<file path="src/rtl/sram_ctrl_pkg.sv">
// sram_ctrl_pkg: shared state encoding, transfer modes and default strobe lengths
package sram_ctrl_pkg;
    typedef enum logic [2:0] {IDLE, SETUP, ACCESS, HOLD, ACK} state_t;
    localparam logic MODE_READ = 1'b0;
    localparam logic MODE_WRITE = 1'b1;
    localparam int DEF_READ_WAIT = 2;
    localparam int DEF_WRITE_WAIT = 2;
endpackage

</file>
<file path="src/rtl/sram_ctrl_if.sv">
// sram_ctrl_if: Wishbone slave port plus SRAM pin bundle for sram_ctrl
interface sram_ctrl_if;
    logic        wb_cyc_i;
    logic        wb_stb_i;
    logic        wb_we_i;
    logic [19:0] wb_addr_i;
    logic [3:0]  wb_sel_i;
    logic [31:0] wb_dat_i;
    logic [31:0] wb_dat_o;
    logic        wb_ack_o;
    logic [31:0] sram_dat_i;
    logic [31:0] sram_dat_o;
    logic        sram_drive_o;
    logic        sram_cs_o;
    logic        sram_oe_o;
    logic        sram_we_o;
    logic [17:0] sram_addr_o;
    logic [3:0]  sram_bsel_o;
    modport slave (
        input  wb_cyc_i, wb_stb_i, wb_we_i, wb_addr_i, wb_sel_i, wb_dat_i, sram_dat_i,
        output wb_dat_o, wb_ack_o, sram_dat_o, sram_drive_o, sram_cs_o, sram_oe_o,
               sram_we_o, sram_addr_o, sram_bsel_o
    );
    modport master (
        output wb_cyc_i, wb_stb_i, wb_we_i, wb_addr_i, wb_sel_i, wb_dat_i, sram_dat_i,
        input  wb_dat_o, wb_ack_o, sram_dat_o, sram_drive_o, sram_cs_o, sram_oe_o,
               sram_we_o, sram_addr_o, sram_bsel_o
    );
endinterface

</file>
<file path="src/rtl/sram_ctrl.sv">
// sram_ctrl: Wishbone slave driving an asynchronous 32-bit SRAM with
// programmable read/write strobe lengths; all SRAM pins are registered.
module sram_ctrl
    import sram_ctrl_pkg::*;
#(
    parameter int READ_WAIT  = DEF_READ_WAIT,
    parameter int WRITE_WAIT = DEF_WRITE_WAIT
) (
    input logic        wb_clk_i,
    input logic        wb_rst_i,
    sram_ctrl_if.slave bus
);
    state_t      state_q, state_d;
    logic [3:0]  cnt_q, cnt_d;
    logic        mode_q, mode_d;
    logic [17:0] addr_q, addr_d;
    logic [3:0]  bsel_q, bsel_d;
    logic [31:0] wdat_q, wdat_d;
    logic [31:0] rdat_q, rdat_d;
    logic        ack_q, ack_d;
    logic        cs_q, cs_d;
    logic        oe_q, oe_d;
    logic        we_q, we_d;
    logic        drive_q, drive_d;
    logic        busy_d;
    logic        unused_addr;
    assign unused_addr = ^bus.wb_addr_i[1:0];
    always_comb begin
        state_d = state_q;
        cnt_d   = cnt_q;
        mode_d  = mode_q;
        addr_d  = addr_q;
        bsel_d  = bsel_q;
        wdat_d  = wdat_q;
        rdat_d  = rdat_q;
        ack_d   = 1'b0;
        case (state_q)
            IDLE: if (bus.wb_cyc_i && bus.wb_stb_i) begin
                state_d = SETUP;
                mode_d  = bus.wb_we_i;
                addr_d  = bus.wb_addr_i[19:2];
                bsel_d  = ~bus.wb_sel_i;
                wdat_d  = bus.wb_dat_i;
            end
            SETUP: begin
                state_d = ACCESS;
                cnt_d   = mode_q == MODE_WRITE ? 4'(WRITE_WAIT) : 4'(READ_WAIT);
            end
            ACCESS: begin
                cnt_d = cnt_q - 4'd1;
                if (cnt_q == 4'd1) begin
                    state_d = mode_q == MODE_WRITE ? HOLD : ACK;
                    rdat_d  = mode_q == MODE_WRITE ? rdat_q : bus.sram_dat_i;
                end
            end
            HOLD: state_d = ACK;
            ACK: begin
                state_d = IDLE;
                ack_d   = 1'b1;
            end
            default: state_d = IDLE;
        endcase
        // Master giving up the cycle abandons the access; nothing is captured or acked.
        if (!bus.wb_cyc_i && state_q inside {SETUP, ACCESS, HOLD}) begin
            state_d = IDLE;
            cnt_d   = '0;
            rdat_d  = rdat_q;
        end
        busy_d  = state_d inside {SETUP, ACCESS, HOLD};
        cs_d    = !busy_d;
        oe_d    = !(mode_d == MODE_READ && state_d inside {SETUP, ACCESS});
        we_d    = !(mode_d == MODE_WRITE && state_d == ACCESS);
        drive_d = mode_d == MODE_WRITE && busy_d;
    end
    always_ff @(posedge wb_clk_i or posedge wb_rst_i) begin
        if (wb_rst_i) begin
            state_q <= IDLE;
            cnt_q   <= '0;
            mode_q  <= MODE_READ;
            addr_q  <= '0;
            bsel_q  <= 4'hF;
            wdat_q  <= '0;
            rdat_q  <= '0;
            ack_q   <= 1'b0;
            cs_q    <= 1'b1;
            oe_q    <= 1'b1;
            we_q    <= 1'b1;
            drive_q <= 1'b0;
        end else begin
            state_q <= state_d;
            cnt_q   <= cnt_d;
            mode_q  <= mode_d;
            addr_q  <= addr_d;
            bsel_q  <= bsel_d;
            wdat_q  <= wdat_d;
            rdat_q  <= rdat_d;
            ack_q   <= ack_d;
            cs_q    <= cs_d;
            oe_q    <= oe_d;
            we_q    <= we_d;
            drive_q <= drive_d;
        end
    end
    assign bus.wb_dat_o     = rdat_q;
    assign bus.wb_ack_o     = ack_q;
    assign bus.sram_dat_o   = wdat_q;
    assign bus.sram_drive_o = drive_q;
    assign bus.sram_cs_o    = cs_q;
    assign bus.sram_oe_o    = oe_q;
    assign bus.sram_we_o    = we_q;
    assign bus.sram_addr_o  = addr_q;
    assign bus.sram_bsel_o  = bsel_q;
endmodule

</file>
<file path="src/flat_wrapper.sv">
// flat-port wrapper written by rule: the top's interface ports become plain ports
module sram_ctrl_flat import sram_ctrl_pkg::*;
#(
    parameter int READ_WAIT  = DEF_READ_WAIT,
    parameter int WRITE_WAIT = DEF_WRITE_WAIT
)
  (wb_clk_i, wb_rst_i, bus_wb_cyc_i, bus_wb_stb_i, bus_wb_we_i, bus_wb_addr_i, bus_wb_sel_i, bus_wb_dat_i, bus_sram_dat_i, bus_wb_dat_o, bus_wb_ack_o, bus_sram_dat_o, bus_sram_drive_o, bus_sram_cs_o, bus_sram_oe_o, bus_sram_we_o, bus_sram_addr_o, bus_sram_bsel_o);
  sram_ctrl_if bus_i ();
  input logic wb_clk_i;
  input logic wb_rst_i;
  input wire logic [$bits(bus_i.wb_cyc_i)-1:0] bus_wb_cyc_i;
  input wire logic [$bits(bus_i.wb_stb_i)-1:0] bus_wb_stb_i;
  input wire logic [$bits(bus_i.wb_we_i)-1:0] bus_wb_we_i;
  input wire logic [$bits(bus_i.wb_addr_i)-1:0] bus_wb_addr_i;
  input wire logic [$bits(bus_i.wb_sel_i)-1:0] bus_wb_sel_i;
  input wire logic [$bits(bus_i.wb_dat_i)-1:0] bus_wb_dat_i;
  input wire logic [$bits(bus_i.sram_dat_i)-1:0] bus_sram_dat_i;
  output wire logic [$bits(bus_i.wb_dat_o)-1:0] bus_wb_dat_o;
  output wire logic [$bits(bus_i.wb_ack_o)-1:0] bus_wb_ack_o;
  output wire logic [$bits(bus_i.sram_dat_o)-1:0] bus_sram_dat_o;
  output wire logic [$bits(bus_i.sram_drive_o)-1:0] bus_sram_drive_o;
  output wire logic [$bits(bus_i.sram_cs_o)-1:0] bus_sram_cs_o;
  output wire logic [$bits(bus_i.sram_oe_o)-1:0] bus_sram_oe_o;
  output wire logic [$bits(bus_i.sram_we_o)-1:0] bus_sram_we_o;
  output wire logic [$bits(bus_i.sram_addr_o)-1:0] bus_sram_addr_o;
  output wire logic [$bits(bus_i.sram_bsel_o)-1:0] bus_sram_bsel_o;
  assign bus_i.wb_cyc_i = bus_wb_cyc_i;
  assign bus_i.wb_stb_i = bus_wb_stb_i;
  assign bus_i.wb_we_i = bus_wb_we_i;
  assign bus_i.wb_addr_i = bus_wb_addr_i;
  assign bus_i.wb_sel_i = bus_wb_sel_i;
  assign bus_i.wb_dat_i = bus_wb_dat_i;
  assign bus_i.sram_dat_i = bus_sram_dat_i;
  assign bus_wb_dat_o = bus_i.wb_dat_o;
  assign bus_wb_ack_o = bus_i.wb_ack_o;
  assign bus_sram_dat_o = bus_i.sram_dat_o;
  assign bus_sram_drive_o = bus_i.sram_drive_o;
  assign bus_sram_cs_o = bus_i.sram_cs_o;
  assign bus_sram_oe_o = bus_i.sram_oe_o;
  assign bus_sram_we_o = bus_i.sram_we_o;
  assign bus_sram_addr_o = bus_i.sram_addr_o;
  assign bus_sram_bsel_o = bus_i.sram_bsel_o;
  sram_ctrl #(.READ_WAIT(READ_WAIT), .WRITE_WAIT(WRITE_WAIT)) u_core (.wb_clk_i(wb_clk_i), .wb_rst_i(wb_rst_i), .bus(bus_i));
endmodule
</file>
<file path="config.mk">
export PLATFORM = sky130hd
export DESIGN_NAME = sram_ctrl_flat
export DESIGN_NICKNAME = d
export VERILOG_FILES = /design/src/rtl/sram_ctrl_pkg.sv /design/src/rtl/sram_ctrl_if.sv /design/src/rtl/sram_ctrl.sv /design/src/flat_wrapper.sv
export SDC_FILE = /design/constraint.sdc
export NUM_CORES = 1
export LEC_CHECK = 0
export BUFFER_PORTS_ARGS = -buffer_cell sky130_fd_sc_hd__buf_2
export CORE_ASPECT_RATIO = 2
export CORE_MARGIN = 10
export CORE_UTILIZATION = 50
export DETAILED_ROUTE_END_ITERATION = 7
export PLACE_DENSITY_LB_ADDON = 0.08
export SLEW_MARGIN = 0
export SYNTH_ARGS = -nofsm -noshare
export SYNTH_HDL_FRONTEND = slang
export SYNTH_SLANG_ARGS = --single-unit
</file>
<file path="constraint.sdc">
create_clock -name wb_clk_i -period 6.5 [get_ports wb_clk_i]
set_clock_uncertainty 0.1 [all_clocks]
set_input_delay 1.95 -clock wb_clk_i [delete_from_list [all_inputs] [get_ports wb_clk_i]]
set_output_delay 1.95 -clock wb_clk_i [all_outputs]
set_load 0.03 [all_outputs]
</file>
; Yosys cells after proc, flatten, opt, wreduce, memory -nomap -nowiden
; Index checks and enable logic that the tools add are counted.
[totals]
word_cells = 51
output_inout_bits = 91
input_bits = 93
regBits = 99
[classes]
muxes = 10
n_bitwise = 4
addsub = 1
reduce_logical = 16
eq_ne = 8
[ops]
columns = operator, count
row1 = $eq A3 B2 Y1 const B, 4
row2 = $mux W3, 4
row3 = $pmux W3 S4, 1
row4 = $reduce_bool A3 Y1, 3
row5 = $pmux W4 S2, 1
row6 = $eq A3 B1 Y1 const B, 2
row7 = $logic_and A1 B1 Y1, 5
row8 = $eq A4 B1 Y1 const B, 1
row9 = $logic_not A1 Y1, 4
row10 = $mux W4, 1
row11 = $not A4 Y4, 1
row12 = $reduce_and A4 Y1, 1
row13 = $sub A4 B1 Y4 const B, 1
row14 = $eq A3 B3 Y1 const B, 1
row15 = $logic_not A3 Y1, 1
row16 = $mux W1, 3
row17 = $not A1 Y1, 3
row18 = $reduce_and A2 Y1, 1
row19 = $reduce_bool A2 Y1, 1

; Depth between registers and ports, before layout
; Gate-level depths: netlist of the first run.
[depth]
word_depth = 8
mapped_depth = 6
ltp_nobuf = 5

; Worst setup path before layout of the first run
; No wires, ideal clock.
[synth_path]
path_kind = in2reg
start = in bus_wb_cyc_i
end = reg u_core.addr_q[10] (netlist: u_core.bus.sram_addr_o[10])
arrival_ns = 3.022
setup_ns = 0.125
cell_stages = 5
path_buffers = 2
required_ns = 6.275
slack_ns = 3.254
path_cell_list = and2b_2 > nand3_1 > buf_2 > buf_2 > mux2_2
[synth_via]
elab_chain_cells = 2
[synth_lines]
columns = element, line_no
row1 = start: declaration, flat_wrapper.sv:11  ; input wire logic [$bits(bus_i.wb_cyc_i)-1:0] bus_wb_cyc_i;
row2 = $logic_and A1 B1 Y1, sram_ctrl.sv:38  ; IDLE: if (bus.wb_cyc_i && bus.wb_stb_i) begin
row3 = $reduce_and A2 Y1 (no source line), --
row4 = end signal: assignment, sram_ctrl.sv:93  ; addr_q <= addr_d;
row5 = end: declaration, sram_ctrl.sv:16  ; logic [17:0] addr_q, addr_d;
; No other way between the ends.
; A chain may end at the register's enable or synchronous reset.

; Worst setup path after layout of the first run
[layout_path]
start = in bus_wb_cyc_i
end = reg u_core.wdat_q[31] (netlist: u_core.bus.sram_dat_o[31])
[layout_via]
elab_chain_cells = 2
[layout_lines]
columns = element, line_no
row1 = $logic_and A1 B1 Y1, sram_ctrl.sv:38
row2 = $reduce_and A2 Y1 (no source line), --
row3 = end signal: assignment, sram_ctrl.sv:95  ; wdat_q <= wdat_d;
row4 = end: declaration, sram_ctrl.sv:18  ; logic [31:0] wdat_q, wdat_d;
; No other way between the ends.

==> results of run 1 <==
registers in the layout (all words and copies together) (netlist names):
name and flops:
u_core.bus.sram_cs_o 1, u_core.bus.sram_drive_o 1, u_core.bus.sram_oe_o 1, u_core.state_q 3
u_core.bus.wb_ack_o 1, u_core.bus.sram_bsel_o 4, u_core.cnt_q 4, u_core.mode_q 1
u_core.bus.sram_we_o 1, u_core.bus.sram_dat_o 32, u_core.bus.wb_dat_o 32, u_core.bus.sram_addr_o 18
layout by cell type, fill, tap and decap left out, types with 2 or more instances in the layout:
cell type,instances
nand2b_1,4
diode_2,2
clkbuf_1,2
dfstp_2,7
o21a_1,2
nor2_1,6
inv_1,7
clkbuf_16,9
clkbuf_8,2
buf_4,2
ha_1,2
buf_2,181
nor3b_1,2
nand2_1,2
o32a_1,2
nor3_1,3
a21oi_1,3
o21ai_0,6
dfrtp_1,92
mux2i_1,6
mux2_4,30
mux2_2,53
a31oi_1,2
cells by family after synthesis:
kind of cell | after synthesis | share of synthesized area
muxes | 89 | 0.275
and+or+nand+nor | 26 | 0.0451
AOI/OAI and AO/OA | 18 | 0.0292
buffers and inverters | 20 | 0.0267
DFF | 99 | 0.618
adders and majority gates | 2 | 0.00622
path summary, 6_finish.rpt:
kind	end	slack, ps	cells after the start
max	u_core.bus.sram_dat_o[31]	2870	5
min	u_core.bus.sram_bsel_o[1]	370	2
max reg2reg	u_core.bus.wb_dat_o[31]	3990	5
min reg2reg	u_core.bus.sram_bsel_o[1]	370	2
max in group asynchronous	u_core.bus.wb_dat_o[20]	3610	3
min in group asynchronous	u_core.bus.sram_addr_o[10]	1500	2
per-stage QoR:
stage                     hold slack, ps  total power (W)  std cells  utilization
final                                367          0.00197        539        0.673
after global routing                 388          0.00207        539        0.673
after CTS                            370          0.00200        537        0.672
after detailed placement             360          0.00146        521        0.634
after global placement               356          0.00144        521        0.634
after floorplan                      417          0.00125        254            -
power breakdown:
part | total (W) | leakage, nW | switching (W) | internal, W
Combinational | 0.000620 | 1.47 | 0.000389 | 0.000231
Clock | 0.000535 | 0.150 | 0.000215 | 0.000320
Sequential | 0.000820 | 1.23 | 0.0000711 | 0.000748
worst max-delay path: cells and delay by family:
| family | cells | cell delay, ps |
|---|---|---|
| simple gates | 2 | 720 |
| buf+inv | 2 | 650 |
| mux | 1 | 400 |
layer usage:
layer	global-route usage	vias up	part of all wire
li1	-	1261	-
met1	0.169	1341	0.35
met2	0.306	105	0.55
met3	0.0509	23	0.060
met4	0.0943	0	0.037
met5	0	-	0
layout make-up:
class	count	area [µm²]	share of cell area
Clock buffer	13	260	0.0491
Timing Repair Buffer	183	921	0.174
Antenna cell	2	5.00	0.000943
Clock inverter	3	43.8	0.00825
Sequential cell	99	2490	0.469
Inverter	8	32.5	0.00613
Tap cell	96	120	0.0226
Multi-Input combinational cell	135	1440	0.271
==> flow_summary.toml, run 1 <==
[status]
status = "complete, no violations"

[drt]
drtIter0Drc = 178
wl_per_cell_um = 19.4
drc_errors = 0
wirelength_um = 10500
antenna_left = 0
first_pass_iters = 4
vias_per_cell = 5.06
via_count = 2730

[synthesis]
yosys.area.top_type = "dfrtp_1"
async_flop_share = 1.00
ys.flop_type = "dfrtp_1"
yosys.cell_count.top_type = "dfrtp_1"
synth_warnings = 0
synth_top_area_frac = 0.572
synthCells = 254
ys_types = 33
syn_area_um2 = 4030
ys_seq_area_frac = 0.618
synth-edff-count = 0
synth_common_cells = "dfrtp_1 (92), mux2_2 (53), mux2_4 (30), inv_1 (8), dfstp_2 (7)"
ys_seq_elements = 99
syn_nets = 349
synthTopCellsByArea = "dfrtp_1 (57%), mux2_2 (15%), mux2_4 (11%)"
avgSynthCellArea_um2 = 15.8

[clocking]
cts-root-buf = "clkbuf_16"
cts_tree = "built"
post_cts_resized = 0
holdBufCountCts = 0
cts_buffer_depth = 2
clock_latency_ps = 330
clk_pin_slew_ps = 60
cts_sinks = 99
cts_setup_buffers = 0
cts.htree.levels = 3
numCtsBuffers = 9

[power_and_ir_drop]
power-per-cell-area_nw_per_um2 = 372
ir_drop_mv = 0.220
p_leak_nw = 2.86

[timing]
final.setup.tns_ps = 0
setup_slack_ps = 2870
drv_slew = 0
rsz0062_at_grt = "no"
period_needed_ps = 3630
finalSetupViolCount = 0
max_freq_mhz = 276
tightest_slew_ps = 846
hold_viol = 0
fin_crit_sh = 0.558
slew_headroom = 0.436

[setup_path]
critPathMaxStageDelay_ps = 520
crit_arrival_ps = 3740
crit_slowest_cell = "buf_4"
crit_fanout = 35
timing.rr.start = "u_core.cnt_q[1]"
endpoint_kind = "flip-flop"
startpoint = "bus_wb_cyc_i"
critical_path_required_ps = 6620
startpoint_type = "primary input"
worstPathCellList = "buf_2 > and2b_2 > nand3_2 > buf_4 > mux2_2"
crit_type = "primary input to flip-flop"

[place]
dpl.hpwl_um = 8170
dpl_cell_area_um2 = 5000
portBuffers = 181
gp_congestion = 0.797
post-place-ws_ps = 2500

[global_routing]
grt_first_pass_wirelength_um = 16700
grt_pass1_vias = 3100
grt_start_max_net_pins = 70
grt.total_usage = 0.170
antenna_found_initial = 2
overflow = 0

[finish]
layout-drive-gt1-share = 0.664
nets = 531
nFillCells = 604
final_cell_area_um2 = 5310
area_growth_pct = 31.8

[run]
cap_violations = 0

[floorplanning]
coreArea_um2 = 7890
die_h_um = 147
rows = 46
io_pins = 184
fp.dieW_um = 83.4
initial_core_util = 0.510
die_area_um2 = 12300

[worst_hold_path]
hold_path_class = "flip-flop to flip-flop"
hp-start = "u_core.bus.sram_bsel_o[1]"
No activity file was read; power rests on OpenSTA's default activity.
==> run 2: changes to the inputs <==
--- a/config.mk
+++ b/config.mk
@@ -5,10 +5,11 @@
 export SDC_FILE = /design/constraint.sdc
 export NUM_CORES = 1
 export LEC_CHECK = 0
+export ABC_AREA = 1
 export BUFFER_PORTS_ARGS = -buffer_cell sky130_fd_sc_hd__buf_2
 export CORE_ASPECT_RATIO = 2
 export CORE_MARGIN = 10
-export CORE_UTILIZATION = 50
+export CORE_UTILIZATION = 47
 export DETAILED_ROUTE_END_ITERATION = 7
 export PLACE_DENSITY_LB_ADDON = 0.08
 export SLEW_MARGIN = 0
==> constraint.sdc (replaced) <==
create_clock -name wb_clk_i -period 3.6 [get_ports wb_clk_i]
set_clock_uncertainty 0.1 [all_clocks]
set_input_delay 1.08 -clock wb_clk_i [delete_from_list [all_inputs] [get_ports wb_clk_i]]
set_output_delay 1.08 -clock wb_clk_i [all_outputs]
set_load 0.03 [all_outputs]
==> flow_summary.toml, run 2 <==
[status]
status = "complete, no violations"

[clocking]
cts_sinks = 99
post_cts_resized = 0
holdBufCountCts = 0
cts_setup_buffers = 0
cts.htree.levels = 3
cts-root-buf = "clkbuf_16"
cts_tree = "built"
cts_buffer_depth = 2
clk_pin_slew_ps = 60
numCtsBuffers = 9
clock_latency_ps = 330

[setup_path]
startpoint = "bus_wb_cyc_i"
critical_path_required_ps = 3750
worstPathCellList = "buf_2 > inv_1 > nand3_2 > nand3_4 > buf_4 > nand2_1 > o21ai_2"
startpoint_type = "primary input"
crit_fanout = 64
crit_slowest_cell = "buf_4"
cp_top_family = "buffers and inverters"
cp_num_buf_inv = 3
endpoint_kind = "flip-flop"
crit_arrival_ps = 2410
timing.rr.start = "u_core.cnt_q[0]"
critPathMaxStageDelay_ps = 600
crit_type = "primary input to flip-flop"

[timing]
tightest_slew_ps = 832
setup_slack_ps = 1350
slew_headroom = 0.445
fin_hold_ws_ps = 373
fin_crit_sh = 0.626
drv_slew = 0
finalSetupViolCount = 0
max_freq_mhz = 444
rsz0062_at_grt = "no"
hold_viol = 0
final.setup.tns_ps = 0
period_needed_ps = 2250

[global_routing]
grt_pass1_vias = 3404
grt.total_usage = 0.165
grt_first_pass_wirelength_um = 16800
antenna_found_initial = 0
overflow = 0
grt_start_max_net_pins = 67

[finish]
layout-drive-gt1-share = 0.404
antenna_cells = 0
area_growth_pct = 31.3
mostFrequentLayoutCell = "nand2_1"
most-common-layout-cells = "nand2_1 (201), buf_2 (181), dfrtp_1 (92)"
nets = 706

[drt]
drc_errors = 0
via_count = 3343
wl_per_cell_um = 15.2
vias_per_cell = 4.68
first_pass_iters = 5
wirelength_um = 10900
antenna_left = 0
drtIter0Drc = 171

[power_and_ir_drop]
ir_drop_mv = 0.488
power-per-cell-area_nw_per_um2 = 921
p_leak_nw = 3.15

[place]
gp_congestion = 0.813
dpl.hpwl_um = 8150
post-place-ws_ps = 1020
portBuffers = 181

[floorplanning]
coreArea_um2 = 8350
rows = 47
initial_core_util = 0.486
fp.dieW_um = 85.7
die_area_um2 = 13000
die_h_um = 151
io_pins = 184

[synthesis]
yosys.cell_count.top_type = "nand2_1"
syn_area_um2 = 4060
synth_warnings = 0
async_flop_share = 1.00
synthCells = 433
ys.flop_type = "dfrtp_1"
avgSynthCellArea_um2 = 9.37
ys_types = 26
synth-edff-count = 0
synthTopCellsByArea = "dfrtp_1 (57%), nand2_1 (19%), o21ai_2 (6.9%)"
ys_seq_elements = 99
syn_nets = 528
ys_seq_area_frac = 0.613
yosys.area.top_type = "dfrtp_1"
synth_common_cells = "nand2_1 (201), dfrtp_1 (92), inv_1 (44), o21ai_2 (32), dfstp_2 (7)"
synth_top_area_frac = 0.567

[worst_hold_path]
hp-start = "u_core.bus.sram_dat_o[24]"
hold_path_class = "flip-flop to flip-flop"

[run]
cap_violations = 0
==> run 2: final timing paths <==
check	cells past startpoint	slack, ps	end
min in group asynchronous	2	770	u_core.bus.wb_dat_o[2]
max in group asynchronous	3	1860	u_core.bus.sram_bsel_o[3]
min	2	370	u_core.bus.sram_dat_o[24]
max	7	1350	u_core.bus.wb_dat_o[21]
max reg2reg	7	1640	u_core.bus.wb_dat_o[21]
min reg2reg	2	370	u_core.bus.sram_dat_o[24]
==> run 2: worst min-delay path: cells and delay by family (launching register included) <==
family	cells	cell delay (ps)
AND/OR/NAND/NOR	2	100
flip-flops	1	340
==> run 2: area by class of cell <==
| class | instances | area (µm²) |
|---|---|---|
| flip-flops and latches | 99 | 2490 |
| well taps | 98 | 123 |
| clock inverters | 7 | 92.6 |
| clock buffers | 9 | 225 |
| repair buffers | 184 | 941 |
| fillers | 731 | 3020 |
| inverters | 48 | 184 |
| multi-input cells | 269 | 1270 |
==> run 2: cells by family (layout without fill, tap and decap cells) <==
family          count (synthesis)  in the layout  synth area share
compound gates                 47             47            0.0888
xor+xnor                        2              2           0.00432
fa+ha+maj                       2              2           0.00617
buf+inv                        65            248            0.0731
flops                          99             99             0.613
simple gates                  218            218             0.215
==> run 2: metrics by stage <==
stage	utilization	std cells	total power [W]	instance area, µm²
final	0.638	714	0.00491	5330
after global routing	0.638	714	0.00520	5330
after CTS	0.638	714	0.00498	5330
after detailed placement	0.600	698	0.00395	5010
after global placement	0.600	698	0.00389	5010
after floorplan	-	433	0.00326	4060
==> run 2: metal layers <==
layer,global-route usage,wire (µm)
met1,0.169,3850
met2,0.280,5710
met3,0.0667,906
met4,0.0836,417
met5,0,0
==> run 2: power by group <==
group,switching (W),internal [W]
combinational,0.00151,0.000588
clock,0.000401,0.000606
sequential,0.000232,0.00157
total,0.00214,0.00277
==> run 3: changes to the inputs <==
--- a/config.mk
+++ b/config.mk
@@ -9,7 +9,7 @@
 export BUFFER_PORTS_ARGS = -buffer_cell sky130_fd_sc_hd__buf_2
 export CORE_ASPECT_RATIO = 2
 export CORE_MARGIN = 10
-export CORE_UTILIZATION = 47
+export CORE_UTILIZATION = 42
 export DETAILED_ROUTE_END_ITERATION = 7
 export PLACE_DENSITY_LB_ADDON = 0.08
 export SLEW_MARGIN = 0
==> constraint.sdc (replaced) <==
create_clock -name wb_clk_i -period 1.98 [get_ports wb_clk_i]
set_clock_uncertainty 0.1 [all_clocks]
set_input_delay 0.594 -clock wb_clk_i [delete_from_list [all_inputs] [get_ports wb_clk_i]]
set_output_delay 0.594 -clock wb_clk_i [all_outputs]
set_load 0.03 [all_outputs]
==> flow_summary.toml, run 3 (synthesis gave the netlist of run 2 again) <==
[drt]
via_count = 3289
first_pass_iters = 6
wirelength_um = 11100
drtIter0Drc = 130
vias_per_cell = 4.51
antenna_left = 0
wl_per_cell_um = 15.3
drc_errors = 0

[setup_path]
cp_num_buf_inv = 1
startpoint_type = "flip-flop"
critical_path_required_ps = 1290
worstPathCellList = "buf_2"
crit_arrival_ps = 1070
cp_top_family = "flip-flops"
crit_slowest_cell = "dfstp_2"
r2r_slack_ps = 330
timing.rr.start = "u_core.cnt_q[1]"
startpoint = "u_core.bus.sram_bsel_o[1]"
critPathMaxStageDelay_ps = 530
endpoint_kind = "output port"
crit_type = "flip-flop to output port"
crit_fanout = 2

[worst_hold_path]
hold_path_class = "primary input to async pin"

[global_routing]
antenna_found_initial = 1
grt.total_usage = 0.162
grt_pass1_vias = 3436
grt_start_max_net_pins = 40
overflow = 0
grt_first_pass_wirelength_um = 17700

[place]
portBuffers = 181
dpl.hpwl_um = 8810
dpl_cell_area_um2 = 5130
dpl.cell_count = 712
gp_congestion = 0.784

[finish]
instances_no_fill = 729
area_growth_pct = 33.3
layout-drive-gt1-share = 0.410
most-common-layout-cells = "nand2_1 (201), buf_2 (181), dfrtp_1 (92)"
nFillCells = 879
mostFrequentLayoutCell = "nand2_1"
nets = 714
final_cell_area_um2 = 5410

[clocking]
numCtsBuffers = 9
post_cts_resized = 0
cts.htree.levels = 3
cts_sinks = 99
cts-root-buf = "clkbuf_16"
clock_latency_ps = 340
cts_buffer_depth = 2
cts_tree = "built"
clk_pin_slew_ps = 70
cts_setup_buffers = 0
holdBufCountCts = 0

[floorplanning]
fp.dieW_um = 89.5
die_h_um = 159
io_pins = 184
initial_core_util = 0.432
die_area_um2 = 14200
coreArea_um2 = 9380
rows = 50

[timing]
finalSetupViolCount = 0
tightest_slew_ps = 401
hold_viol = 0
slew_headroom = 0.732
max_freq_mhz = 567
fin_crit_sh = 0.890
final.setup.tns_ps = 0
period_needed_ps = 1760
drv_slew = 0
rsz0062_at_grt = "no"

[power_and_ir_drop]
netSwitchingPower_w = 0.00390
power-per-cell-area_nw_per_um2 = 1620
power.internal_w = 0.00485
clkPwrFrac = 0.188
power_frac_seq = 0.373
p_sw_frac = 0.446
ir_drop_mv = 0.818
p_leak_nw = 3.19
power_frac_comb = 0.438

[run]
cap_violations = 0

[status]
status = "complete, no violations"
[run 3: cell count changes in the layout (fill, tap and decap cells not counted), sizes merged]
| cell | previous run | this run |
|---|---|---|
| clkinv | 3 | 5 |
| bufinv | 2 | 0 |
| clkbuf | 9 | 11 |
| diode | 0 | 1 |
| buf | 184 | 192 |
| clkinvlp | 4 | 2 |
[run 3: per-stage QoR]
step	utilization	hold WS, ps	worst slack [ps]	total power, W
4_1_cts	0.576	143	202	0.00889
3_5_place_dp	0.546	359	298	0.00721
6_report	0.577	139	217	0.00875
5_1_grt	0.577	155	185	0.00935
3_3_place_gp	0.546	357	309	0.00714
2_1_floorplan	-	386	116	0.00592
[run 3: path summary, 6_finish.rpt]
path | to | cells past startpoint
max in group asynchronous | u_core.bus.sram_we_o | 3
setup reg to reg | u_core.bus.wb_dat_o[30] | 8
hold reg to reg | u_core.bus.sram_dat_o[31] | 2
hold / removal | u_core.bus.sram_dat_o[7] | 2
min in group wb_clk_i | u_core.bus.sram_bsel_o[0] | 2
setup / recovery | bus_sram_bsel_o[1] | 1
[run 3: area by class of cell]
type	instances	area [µm²]	share of cell area
clock buffers	11	243	0.0449
flip-flops and latches	99	2490	0.460
repair buffers	192	1050	0.194
multi-input cells	269	1270	0.236
clock inverters	5	38.8	0.00717
inverters	48	184	0.0340
diodes	1	2.50	0.000463
well taps	104	130	0.0241
[run 3: power by group through the flow]
stage               clock network (W)  logic (W)  registers [W]
floorplan                           0    0.00113        0.00479
global placement                    0    0.00387        0.00327
detailed placement                  0    0.00392        0.00329
CTS                           0.00169    0.00393        0.00327
global route                  0.00181    0.00416        0.00338
finish                        0.00165    0.00384        0.00327
[run 3: metal layers]
metal  share of wire  up-vias  global-route usage
li1                -     1686                   -
met1            0.36     1480               0.168
met2            0.54      108               0.277
met3           0.075       15              0.0563
met4           0.022        0              0.0728
met5               0        -                   0
